`src/rtl/spi_pkg.sv`:
```
//------------------------------------------------------------------------------
// spi_pkg : shared SPI state encoding and word-size constants.
// Revision: 1.0
//------------------------------------------------------------------------------
`default_nettype none

package spi_pkg;

   localparam int SPI_WORD_W      = 12;
   localparam int SPI_MIN_CLK_DIV = 4;

   typedef enum logic [2:0] {
      IDLE  = 3'd0,
      SETUP = 3'd1,
      HIGH  = 3'd2,
      LOW   = 3'd3,
      HOLD  = 3'd4,
      GAP   = 3'd5
   } spi_state_e;

   function automatic int spi_max4(input int a, input int b, input int c, input int d);
      int m;
      m = a;
      if (b > m) m = b;
      if (c > m) m = c;
      if (d > m) m = d;
      return m;
   endfunction

endpackage

`default_nettype wire

```
`src/rtl/spi_phase_timer.sv`:
```
//------------------------------------------------------------------------------
// spi_phase_timer : loadable down-counter, tc_o high once the count reaches 0.
// Revision: 1.0
//------------------------------------------------------------------------------
`default_nettype none

module spi_phase_timer
   import spi_pkg::*;
#(
   parameter int CNT_W = 4
) (
   input  logic             clk,
   input  logic             rst,
   input  logic             load_i,
   input  logic [CNT_W-1:0] val_i,
   output logic             tc_o
);

   localparam logic [CNT_W-1:0] C_ONE = CNT_W'(1);

   logic [CNT_W-1:0] cnt_q, cnt_d;

   always_comb begin
      cnt_d = cnt_q;
      if (load_i)
         cnt_d = val_i;
      else if (cnt_q != '0)
         cnt_d = cnt_q - C_ONE;
   end

   always_ff @(posedge clk or posedge rst) begin
      if (rst) cnt_q <= '0;
      else     cnt_q <= cnt_d;
   end

   assign tc_o = (cnt_q == '0);

endmodule

`default_nettype wire

```
`src/rtl/spi_master.sv`:
```
//------------------------------------------------------------------------------
// spi_master : single-clock SPI master, full-duplex MSB-first word transfers.
// Revision: 1.0
//------------------------------------------------------------------------------
`default_nettype none

module spi_master
   import spi_pkg::*;
#(
   parameter int DATA_WIDTH = SPI_WORD_W,
   parameter int CLK_DIV    = SPI_MIN_CLK_DIV,
   parameter int CS_SETUP   = 2,
   parameter int CS_HOLD    = 2
) (
   input  logic                  clk,
   input  logic                  rst,
   input  logic                  start_i,
   input  logic [DATA_WIDTH-1:0] din_i,
   input  logic                  miso_i,
   output logic                  sclk_o,
   output logic                  mosi_o,
   output logic                  cs_o,
   output logic [DATA_WIDTH-1:0] dout_o,
   output logic                  busy_o,
   output logic                  done_o
);

   localparam int CNT_W = $clog2(spi_max4(CLK_DIV, CS_SETUP, CS_HOLD, DATA_WIDTH) + 1);

   // Timer loads are N-1 so a state lasts exactly N cycles.
   localparam logic [CNT_W-1:0] C_SETUP_LD = CNT_W'(CS_SETUP - 1);
   localparam logic [CNT_W-1:0] C_DIV_LD   = CNT_W'(CLK_DIV - 1);
   localparam logic [CNT_W-1:0] C_HOLD_LD  = CNT_W'(CS_HOLD - 1);
   localparam logic [CNT_W-1:0] C_GAP_LD   = CNT_W'(CS_HOLD);
   localparam logic [CNT_W-1:0] C_BITS     = CNT_W'(DATA_WIDTH);
   localparam logic [CNT_W-1:0] C_ONE      = CNT_W'(1);

   spi_state_e            state_q, state_d;
   logic                  cs_q, cs_d, sclk_q, sclk_d, mosi_q, mosi_d;
   logic                  busy_q, busy_d, done_q, done_d;
   logic [DATA_WIDTH-1:0] dout_q, dout_d, tx_q, tx_d, rx_q, rx_d;
   logic [CNT_W-1:0]      bit_q, bit_d;
   logic                  tmr_load, tmr_tc;
   logic [CNT_W-1:0]      tmr_val;

   spi_phase_timer #(.CNT_W(CNT_W)) u_timer (
      .clk    (clk),
      .rst    (rst),
      .load_i (tmr_load),
      .val_i  (tmr_val),
      .tc_o   (tmr_tc)
   );

   always_comb begin
      state_d  = state_q;
      cs_d     = cs_q;
      sclk_d   = sclk_q;
      mosi_d   = mosi_q;
      busy_d   = busy_q;
      done_d   = 1'b0;
      dout_d   = dout_q;
      tx_d     = tx_q;
      rx_d     = rx_q;
      bit_d    = bit_q;
      tmr_load = 1'b0;
      tmr_val  = C_DIV_LD;
      case (state_q)
         IDLE: if (start_i) begin
            tx_d     = din_i;
            cs_d     = 1'b0;
            busy_d   = 1'b1;
            bit_d    = '0;
            tmr_load = 1'b1;
            tmr_val  = C_SETUP_LD;
            state_d  = SETUP;
         end
         SETUP: if (tmr_tc) begin
            sclk_d   = 1'b1;
            mosi_d   = tx_q[DATA_WIDTH-1];
            tx_d     = {tx_q[DATA_WIDTH-2:0], 1'b0};
            tmr_load = 1'b1;
            state_d  = HIGH;
         end
         HIGH: if (tmr_tc) begin
            sclk_d   = 1'b0;
            rx_d     = {rx_q[DATA_WIDTH-2:0], miso_i};
            bit_d    = bit_q + C_ONE;
            tmr_load = 1'b1;
            state_d  = LOW;
         end
         LOW: if (tmr_tc) begin
            tmr_load = 1'b1;
            if (bit_q == C_BITS) begin
               tmr_val = C_HOLD_LD;
               state_d = HOLD;
            end else begin
               sclk_d  = 1'b1;
               mosi_d  = tx_q[DATA_WIDTH-1];
               tx_d    = {tx_q[DATA_WIDTH-2:0], 1'b0};
               state_d = HIGH;
            end
         end
         HOLD: if (tmr_tc) begin
            cs_d     = 1'b1;
            mosi_d   = 1'b0;
            dout_d   = rx_q;
            done_d   = 1'b1;
            tmr_load = 1'b1;
            // Gap is timed from the end of the done pulse, hence one extra cycle.
            tmr_val  = C_GAP_LD;
            state_d  = GAP;
         end
         GAP: if (tmr_tc) begin
            busy_d  = 1'b0;
            state_d = IDLE;
         end
         default: state_d = IDLE;
      endcase
   end

   always_ff @(posedge clk or posedge rst) begin
      if (rst) begin
         state_q <= IDLE;
         cs_q    <= 1'b1;
         sclk_q  <= 1'b0;
         mosi_q  <= 1'b0;
         busy_q  <= 1'b0;
         done_q  <= 1'b0;
         dout_q  <= '0;
         tx_q    <= '0;
         rx_q    <= '0;
         bit_q   <= '0;
      end else begin
         state_q <= state_d;
         cs_q    <= cs_d;
         sclk_q  <= sclk_d;
         mosi_q  <= mosi_d;
         busy_q  <= busy_d;
         done_q  <= done_d;
         dout_q  <= dout_d;
         tx_q    <= tx_d;
         rx_q    <= rx_d;
         bit_q   <= bit_d;
      end
   end

   assign sclk_o = sclk_q;
   assign mosi_o = mosi_q;
   assign cs_o   = cs_q;
   assign dout_o = dout_q;
   assign busy_o = busy_q;
   assign done_o = done_q;

endmodule

`default_nettype wire

```
`config.mk`:
```
export PLATFORM = sky130hd
export DESIGN_NAME = spi_master
export DESIGN_NICKNAME = d
export VERILOG_FILES = /design/src/rtl/spi_pkg.sv /design/src/rtl/spi_phase_timer.sv /design/src/rtl/spi_master.sv
export SDC_FILE = /design/constraint.sdc
export NUM_CORES = 1
export LEC_CHECK = 0
export ABC_CLOCK_PERIOD_IN_PS = 1900
export BUFFER_PORTS_ARGS = -buffer_cell sky130_fd_sc_hd__buf_2
export CAP_MARGIN = 20
export CORE_AREA = 2 2 72 74
export DETAILED_ROUTE_END_ITERATION = 16
export DIE_AREA = 0 0 74 76
export GPL_TIMING_DRIVEN = 0
export HOLD_SLACK_MARGIN = 0.08
export PLACE_DENSITY = 0.71
export SYNTH_ARGS = -nofsm -noshare
export SYNTH_HDL_FRONTEND = slang
export SYNTH_SLANG_ARGS = --single-unit
export TNS_END_PERCENT = 50
```
`constraint.sdc`:
```
create_clock -name clk -period 1.9 [get_ports clk]
set_input_delay 0.095 -clock clk [delete_from_list [all_inputs] [get_ports clk]]
set_output_delay 0.095 -clock clk [all_outputs]
set_load 0.01 [all_outputs]
```
==> results of run 1 <==
-- worst min-delay path by stage --
stage,start,end,cells past startpoint
2_1_floorplan,miso_i,rx_q[0],1
3_3_place_gp,miso_i,rx_q[0],2
3_5_place_dp,rst,dout_o[10],2
4_1_cts,din_i[6],tx_q[6],3
5_1_grt,din_i[10],tx_q[10],3
6_report,din_i[10],tx_q[10],3
-- critical path: cells and delay by family (launching register included) --
kind            cells  cell delay, ns
compound gates      2            0.27
simple gates        2            0.51
flops               1            0.42
fa+ha+maj           1            0.15
buf+inv             3            0.38
-- metrics by stage --
| stage | cell area, um2 | hold WS [ns] | utilization (%) | cells | power, mW |
|---|---|---|---|---|---|
| detailed placement | 2590 | 0.228 | 52.8 | 299 | 2.85 |
| global placement | 2570 | 0.310 | 52.3 | 298 | 2.80 |
| global route | 2910 | 0.0981 | 59.3 | 326 | 4.04 |
| finish | 2910 | 0.0828 | 59.3 | 326 | 3.77 |
| floorplan | 2320 | 0.227 | - | 196 | 2.54 |
| CTS | 2850 | 0.0880 | 58.1 | 322 | 3.65 |
-- layout by cell type, fill, tap and decap left out, types with 3 or more instances in the layout --
cell type / instances
a21oi_1: 8
ha_1: 3
nor3_1: 5
inv_1: 6
nand2_1: 9
nor2_1: 7
dlygate4sd3_1: 12
o21ai_1: 20
mux2_1: 24
o21ai_0: 6
mux2i_1: 11
clkbuf_8: 6
inv_2: 3
nand3_1: 3
o31ai_1: 3
dfrtp_1: 51
buf_4: 7
buf_2: 37
-- sequential cells by signal, summed over array words and instances, names as in the netlist, 3 cells and up --
name,cells
state_q,3
dout_o,12
bit_q,4
u_timer.cnt_q,4
rx_q,12
tx_q,12
-- area by class of cell --
cell class / instances / area (um2) / share of cell area [%]
plain buffers: 11 / 60.1 / 2.06
clock buffers: 6 / 82.6 / 2.83
clock inverters: 2 / 13.8 / 0.472
inverters: 9 / 33.8 / 1.16
multi-input cells: 124 / 970 / 33.3
flip-flops and latches: 52 / 1300 / 44.7
well taps: 70 / 87.6 / 3.01
repair buffers: 52 / 364 / 12.5
-- cell families after synthesis --
| group | after synthesis | share of synthesized area [%] |
|---|---|---|
| multiplexers | 35 | 16.4 |
| flip-flops | 52 | 56.1 |
| adder cells (fa/ha/maj) | 4 | 2.16 |
| XOR/XNOR | 1 | 0.378 |
| AND/OR/NAND/NOR | 37 | 9.71 |
| AO/OA/AOI/OAI | 47 | 11.5 |
| buffers and inverters | 20 | 3.72 |
-- metal layers --
layer / vias to the layer above / GRT usage, %
met2: 35 / 27.2
met1: 833 / 24.3
met5: - / 0
met3: 7 / 2.51
li1: 816 / -
met4: 0 / 8.18
-- power breakdown --
part	internal, mW	switching [mW]	leakage [nW]
Combinational	0.731	0.747	0.737
Sequential	1.39	0.229	0.685
Clock	0.299	0.374	0.0516
Total	2.42	1.35	1.47
-- what timing repair did --
| action | CTS | global route |
|---|---|---|
| setup buffers | 3 | 4 |
| pin swaps | 1 | 1 |
| hold buffers | 12 | 0 |
| hold endpoints to repair | 39 | 0 |
| resized for setup | 4 | 11 |
| endpoints found under the setup margin | 24 | 21 |
==> results.toml, run 1 <==
[outcome]
outcome = "completed"

[floorplan]
row_count = 26
ios = 33
die_w_um = 74
fp.coreArea_um2 = 4910
die_y_um = 76
start_util_pct = 47.2
die_area_um2 = 5620

[drt]
drc = 0
wl_um = 4540
ant_nets = 0
met3_length_um = 116
dr.pass1.iters = 4
drt_iter0_markers = 93
num_vias = 1691
wl_per_cell_um = 13.9
dr_wl_met2_um = 2170
routed_via_density = 5.19
top_layer = "met4"
wl_met1_um = 2160

[sta]
worst_slew_pin_slew_ns = 0.649
setup-violations-final = 0
fin_skew_ns = 0.00786
hold_violations = 0
rsz0062_at_grt = "yes"
finalSetupTns_ns = 0
min_period_ns = 1.83
finalCritPeriodShare_pct = 96.5
fin_ws_ns = 0.0662
report.final.slew_viol_count = 0
maxSlewHeadroom_pct = 56.7
fmax_mhz = 545

[worst_setup_path]
reg2reg_depth = 8
cp.required_ns = 2.10
slowest_delay_ns = 0.42
crit_arrival_ns = 2.03
reg2reg_slack_ns = 0.07
critPathCaptureType = "flip-flop"
cp_max_fo = 5
cp_cell_sequence = "inv_2 -> ha_4 -> nor3b_4 -> buf_6 -> a31oi_2 -> or2_1 -> buf_4 -> a22o_1"
cp-start-kind = "flip-flop"
rr_startpoint = "u_timer.cnt_q[0]"
rr_endpoint = "tx_q[0]"
endpoint = "tx_q[0]"
slowest_stage = "dfrtp_1"
critPathLaunch = "u_timer.cnt_q[0]"
worst-setup-path-type = "reg2reg"

[finish]
fin_nets = 275
fillerInstances = 419
area_growth_pct = 25.6
drive_above_1_share_pct = 26.2
insertedDiodeCount = 0

[yosys]
synth_fp_nets = 216
yosys.cell_count.top_type = "dfrtp_1"
ys.flop_type = "dfrtp_1"
yosysTopAreaCellShare_pct = 55.0
synth_seq_cells = 52
synthTopCellsByArea = "dfrtp_1, mux2_1, mux2i_1"
yosysSeqAreaShare_pct = 56.1
post_synth_num_cell_types = 36
yosysTopAreaCell = "dfrtp_1"
synth_edf_count = 0
avgSynthCellArea_um2 = 11.8
async_flop_share_pct = 100
ys_warn_count = 0
synth_commonest_cells = "dfrtp_1, mux2_1, o21ai_1, mux2i_1"
syn-cell-area_um2 = 2320
synth_cells = 196

[job]
max_cap_viol_count = 0

[global_routing]
overflow = 0
grtUsageTotal_pct = 17.6
grt_max_degree = 30
antenna_found_initial = 0
first_global_vias = 1675
grt_pass1_wl_um = 7770

[power_and_ir_drop]
power_leakage_nw = 1.47
ir_worst_vdd_mv = 0.841
pwr_density_cell_nw_per_um2 = 1290

[min_path]
hp-class = "in2reg"

[clock_tree]
h-tree-depth = 2
clk_latency_ns = 0.31
clock_sinks = 52
cts-buffers-inserted = 5
clkTransAtPathRegs_ns = 0.09
cts_buffer_depth = 2
cts_tree = "yes"
clockRootBuffer = "clkbuf_8"

[place]
hpwl_um = 3050
io_buffers = 32
gp_congestion = 0.796
place_ws_ns = -0.301
(Power assumes the default switching activity.)
==> inputs of run 2 (changes only) <==
- RECOVER_POWER: default -> 25
==> run 2 against run 1 <==
  * Clock skew about the same
  * Count of clock-buffer cells in the layout unchanged
  * Clock power barely moved
  * Total power is essentially flat
  * Cell count unchanged
  * Die area unchanged
  * Critical path type unchanged
  * Largest power group unchanged
==> results.toml, run 2 (synthesis gave the netlist of run 1 again) <==
[power_and_ir_drop]
pwr-share-clk_pct = 17.8
pwr_density_cell_nw_per_um2 = 1300
power_leakage_nw = 1.41
p_int_mw = 2.41
seqPwrFrac_pct = 42.9
pwr-share-comb_pct = 39.2
sw_frac_of_total_pct = 35.9
ir_worst_vdd_mv = 0.841
power.switching_mw = 1.35

[worst_setup_path]
worst-setup-path-type = "reg2reg"
path_delay_family = "simple AND/OR/NAND/NOR gates"
critPathCaptureType = "flip-flop"
critPathBufInv = 3
cp_max_fo = 5
cp_cell_sequence = "inv_2 -> ha_4 -> nor3b_4 -> buf_6 -> a31oi_2 -> or2_1 -> buf_4 -> a22o_1"
crit_arrival_ns = 2.03
cp-start-kind = "flip-flop"
reg2reg_slack_ns = 0.06
slowest_stage = "dfrtp_1"
slowest_delay_ns = 0.42
critPathLaunch = "u_timer.cnt_q[0]"
cp.required_ns = 2.10
rr_startpoint = "u_timer.cnt_q[0]"

[sta]
setup-violations-final = 0
hold_violations = 0
maxSlewHeadroom_pct = 21.4
finalCritPeriodShare_pct = 96.7
finalSetupTns_ns = 0
report.final.slew_viol_count = 0
min_period_ns = 1.84
worst_slew_pin_slew_ns = 1.18
fmax_mhz = 545
rsz0062_at_grt = "yes"
fin_skew_ns = 0.00791

[finish]
final_cell_mix = "dfrtp_1, mux2_1, buf_2, o21ai_1, clkbuf_1"
final_common_cell = "dfrtp_1"
instances_no_fill = 326
area_growth_pct = 24.9
final_cell_area_um2 = 2900
fin_nets = 275
insertedDiodeCount = 0
drive_above_1_share_pct = 20.3

[global_routing]
overflow = 0
grtUsageTotal_pct = 17.6
first_global_vias = 1675
grt_pass1_wl_um = 7770
antenna_found_initial = 0
grt_max_degree = 30

[min_path]
hp-start = "din_i[6]"
hp-class = "in2reg"

[outcome]
outcome = "completed"

[floorplan]
fp.coreArea_um2 = 4910
start_util_pct = 47.2
die_y_um = 76
die_w_um = 74
row_count = 26
ios = 33
die_area_um2 = 5620

[clock_tree]
cts_buffer_depth = 2
clock_sinks = 52
clk_latency_ns = 0.31
cts-buffers-inserted = 5
h-tree-depth = 2
cts_tree = "yes"
clockRootBuffer = "clkbuf_8"
clkTransAtPathRegs_ns = 0.09

[drt]
drc = 0
ant_nets = 0
dr.pass1.iters = 4
routed_via_density = 5.17
num_vias = 1687
wl_um = 4560
drt_iter0_markers = 101
wl_per_cell_um = 14.0

[place]
gp_congestion = 0.796
dpl-instance-area_um2 = 2590
io_buffers = 32
dp_cells = 299
hpwl_um = 3050

[job]
max_cap_viol_count = 0
## run 2: cell count changes in the layout (fill, tap and decap cells not counted)
| cell | change |
|---|---|
| buf_2 | -14 |
| clkbuf_1 | +14 |
| inv_1 | +1 |
| inv_2 | -1 |
## run 2: timing repair
item / CTS / global route
pin swaps: 1 / 1
hold buffers: 12 / 0
gates resized for setup: 4 / 11
gates cloned: 0 / 0
setup buffers: 3 / 4
endpoints found under the setup margin: 24 / 21
hold endpoints to repair: 39 / 0
## run 2: final cells by class
| class | count | area [um2] |
|---|---|---|
| plain buffers | 11 | 60.1 |
| clock buffers | 6 | 82.6 |
| clock inverters | 2 | 13.8 |
| fillers | 429 | 2020 |
| inverters | 9 | 33.8 |
| multi-input cells | 124 | 970 |
| flip-flops and latches | 52 | 1300 |
| well taps | 70 | 87.6 |
| repair buffers | 52 | 347 |
## run 2: layer usage
metal  wire [um]  share of wire [%]  track usage, %
met1        2170                 48            24.3
met2        2180                 48            27.2
met3         122                2.7            2.51
met4          85                1.9            8.18
met5           0                  0               0
## run 2: power groups by stage
stage,Clock [mW],Combinational (mW),Sequential [mW]
6_report,0.671,1.48,1.62
5_1_grt,0.736,1.65,1.66
4_1_cts,0.694,1.35,1.61
3_5_place_dp,0,1.23,1.62
3_3_place_gp,0,1.19,1.61
2_1_floorplan,0,0.968,1.58
## run 2: worst reg2reg max path, stage by stage, from the launching register on
cell,delay [ns]
dfrtp_1,0.42
inv_2,0.10
ha_4,0.16
nor3b_4,0.22
buf_6,0.14
a31oi_2,0.10
or2_1,0.29
buf_4,0.14
a22o_1,0.17
## run 2: worst paths after layout
check | to | cells past startpoint
max | tx_q[0] | 8
max reg2reg | tx_q[0] | 8
min in group asynchronous | dout_o[9] | 3
min reg2reg | cs_o | 2
max in group asynchronous | cs_o | 4
min | tx_q[6] | 3
## run 2: metrics by stage
step	total power, mW	hold WS (ns)	utilization [%]	setup WS (ns)
after floorplan	2.54	0.227	-	0.0800
after global placement	2.80	0.310	52.3	-0.247
after detailed placement	2.85	0.228	52.8	-0.301
after CTS	3.65	0.0880	58.1	0.0251
after global routing	4.04	0.0981	59.0	-0.0159
final	3.77	0.0842	59.0	0.0636
==> inputs of run 3 (changes only) <==
- CTS_BUF_LIST: default -> sky130_fd_sc_hd__clkbuf_4
- PLACE_DENSITY: 0.71 -> default
- PLACE_DENSITY_LB_ADDON: default -> 0.3
==> run 3 against run 2 <==
  * Cell count up 1.2%
  * Largest power group unchanged
  * Sequential share of layout area is 0.14 points higher
  * Utilization is 0.18 points lower
  * Register-to-register slack lost 0.03 ns
  * Count of clock-buffer cells in the layout down 1
  * Total power down 4.1%
  * Global-route usage is 0.28 points higher
  * Clock skew increased by 0.0031 ns
  * Non-clock buffer count increased by 4
  * First-iteration DRC count shrank 18%
==> results.toml, run 3 (synthesis gave the netlist of run 1 again) <==
[job]
max_cap_viol_count = 0

[worst_setup_path]
cp.required_ns = 2.21
rr_startpoint = "state_q[0]"
cp_max_fo = 10
critPathCaptureType = "flip-flop"
path_delay_family = "simple AND/OR/NAND/NOR gates"
critPathBufInv = 1
critPathLaunch = "state_q[0]"
crit_arrival_ns = 2.18
cp_cell_sequence = "nor3b_1 -> a31oi_2 -> or2_1 -> buf_4 -> o21ai_1"
worst-setup-path-type = "reg2reg"
cp-start-kind = "flip-flop"
slowest_delay_ns = 0.57
slowest_stage = "nor3b_1"

[finish]
drive_above_1_share_pct = 26.2
final_common_cell = "dfrtp_1"
final_cell_area_um2 = 2890
final_cell_mix = "dfrtp_1, buf_2, mux2_1, o21ai_1, dlygate4sd3_1"
insertedDiodeCount = 0
instances_no_fill = 330
area_growth_pct = 24.5
fin_nets = 279

[sta]
finalCritPeriodShare_pct = 98.2
worst_hold_slack_ns = 0.172
maxSlewHeadroom_pct = 38.8
fmax_mhz = 536
fin_skew_ns = 0.0110
worst_slew_pin_slew_ns = 0.917
fin_ws_ns = 0.0344
min_period_ns = 1.87
hold_violations = 0
setup-violations-final = 0
report.final.slew_viol_count = 0
finalSetupTns_ns = 0

[global_routing]
antenna_found_initial = 0
grt_max_degree = 39
overflow = 0
grtUsageTotal_pct = 17.9
first_global_vias = 1744
grt_pass1_wl_um = 7890

[floorplan]
start_util_pct = 47.2
row_count = 26
ios = 33
die_y_um = 76
fp.coreArea_um2 = 4910
die_area_um2 = 5620
die_w_um = 74

[place]
hpwl_um = 3050
gp_congestion = 0.817
io_buffers = 32
place_ws_ns = -0.272
dp_cells = 299
dpl-instance-area_um2 = 2590

[power_and_ir_drop]
pwr_density_cell_nw_per_um2 = 1250
ir_worst_vdd_mv = 0.622
power_leakage_nw = 1.46

[drt]
wl_um = 4660
dr.pass1.iters = 4
routed_via_density = 5.21
drc = 0
drt_iter0_markers = 83
num_vias = 1718
wl_per_cell_um = 14.1
ant_nets = 0

[clock_tree]
cts_tree = "yes"
cts_buffer_depth = 2
clockRootBuffer = "clkbuf_4"
clock_sinks = 52
h-tree-depth = 2
clkTransAtPathRegs_ns = 0.15
cts-buffers-inserted = 5
clk_latency_ns = 0.38

[outcome]
outcome = "completed"

[min_path]
hp-start = "start_i"
hp-class = "in2reg"
==> run 3: changes by cell type in the layout (fill, tap and decap cells not counted), moves of 2 or more <==
cell and delta:
o21ai_1 +2, dlygate4sd3_1 +2, clkbuf_4 +6, buf_4 +3
o21ai_2 -2, buf_2 +13, clkbuf_8 -6, clkbuf_1 -13
==> run 3: worst reg2reg max path, delay by kind of cell, from the launching register on <==
kind / cells / cell delay (ns)
buffers and inverters: 1 / 0.18
flip-flops: 1 / 0.50
AND/OR/NAND/NOR: 2 / 0.87
AO/OA/AOI/OAI: 2 / 0.25
==> run 3: per-stage QoR <==
stage               util, %  total power, mW
floorplan                 -             2.54
global placement       52.3             2.80
detailed placement     52.7             2.85
CTS                    57.6             3.51
global route           58.8             3.89
finish                 58.8             3.61
==> run 3: path summary, 6_finish.rpt <==
kind,endpoint,cells after the start,slack [ns]
max in group asynchronous,tx_q[4],4,0.33
hold reg to reg,cs_o,2,0.48
setup / recovery,tx_q[5],5,0.03
hold / removal,state_q[0],5,0.17
min in group asynchronous,u_timer.cnt_q[0],3,0.29
setup reg to reg,tx_q[5],5,0.03
==> run 3: final cells by class <==
| type | count | area (um2) |
|---|---|---|
| Tap cell | 70 | 87.6 |
| Multi-Input combinational cell | 124 | 970 |
| Fill cell | 441 | 2020 |
| Buffer | 11 | 62.6 |
| Sequential cell | 52 | 1300 |
| Inverter | 9 | 33.8 |
| Clock inverter | 3 | 21.3 |
| Clock buffer | 5 | 37.5 |
| Timing Repair Buffer | 56 | 373 |
==> run 3: timing repair <==
action,4_1_cts,5_1_grt
resized for setup,4,11
endpoints found under the hold margin,64,0
setup endpoints to repair,25,21
hold buffers,14,0
buffers inserted,3,6
pin swaps,1,3
==> run 3: report_power, final <==
group	switching [mW]	internal, mW
Clock	0.375	0.147
Combinational	0.747	0.730
Sequential	0.227	1.39
==> run 3: per-layer routing <==
layer | track usage (%) | up-vias | wire [um]
met2 | 28.2 | 34 | 2280
met4 | 6.00 | 0 | 84
met3 | 4.10 | 9 | 154
li1 | - | 823 | -
met1 | 24.2 | 852 | 2140
met5 | 0 | - | 0
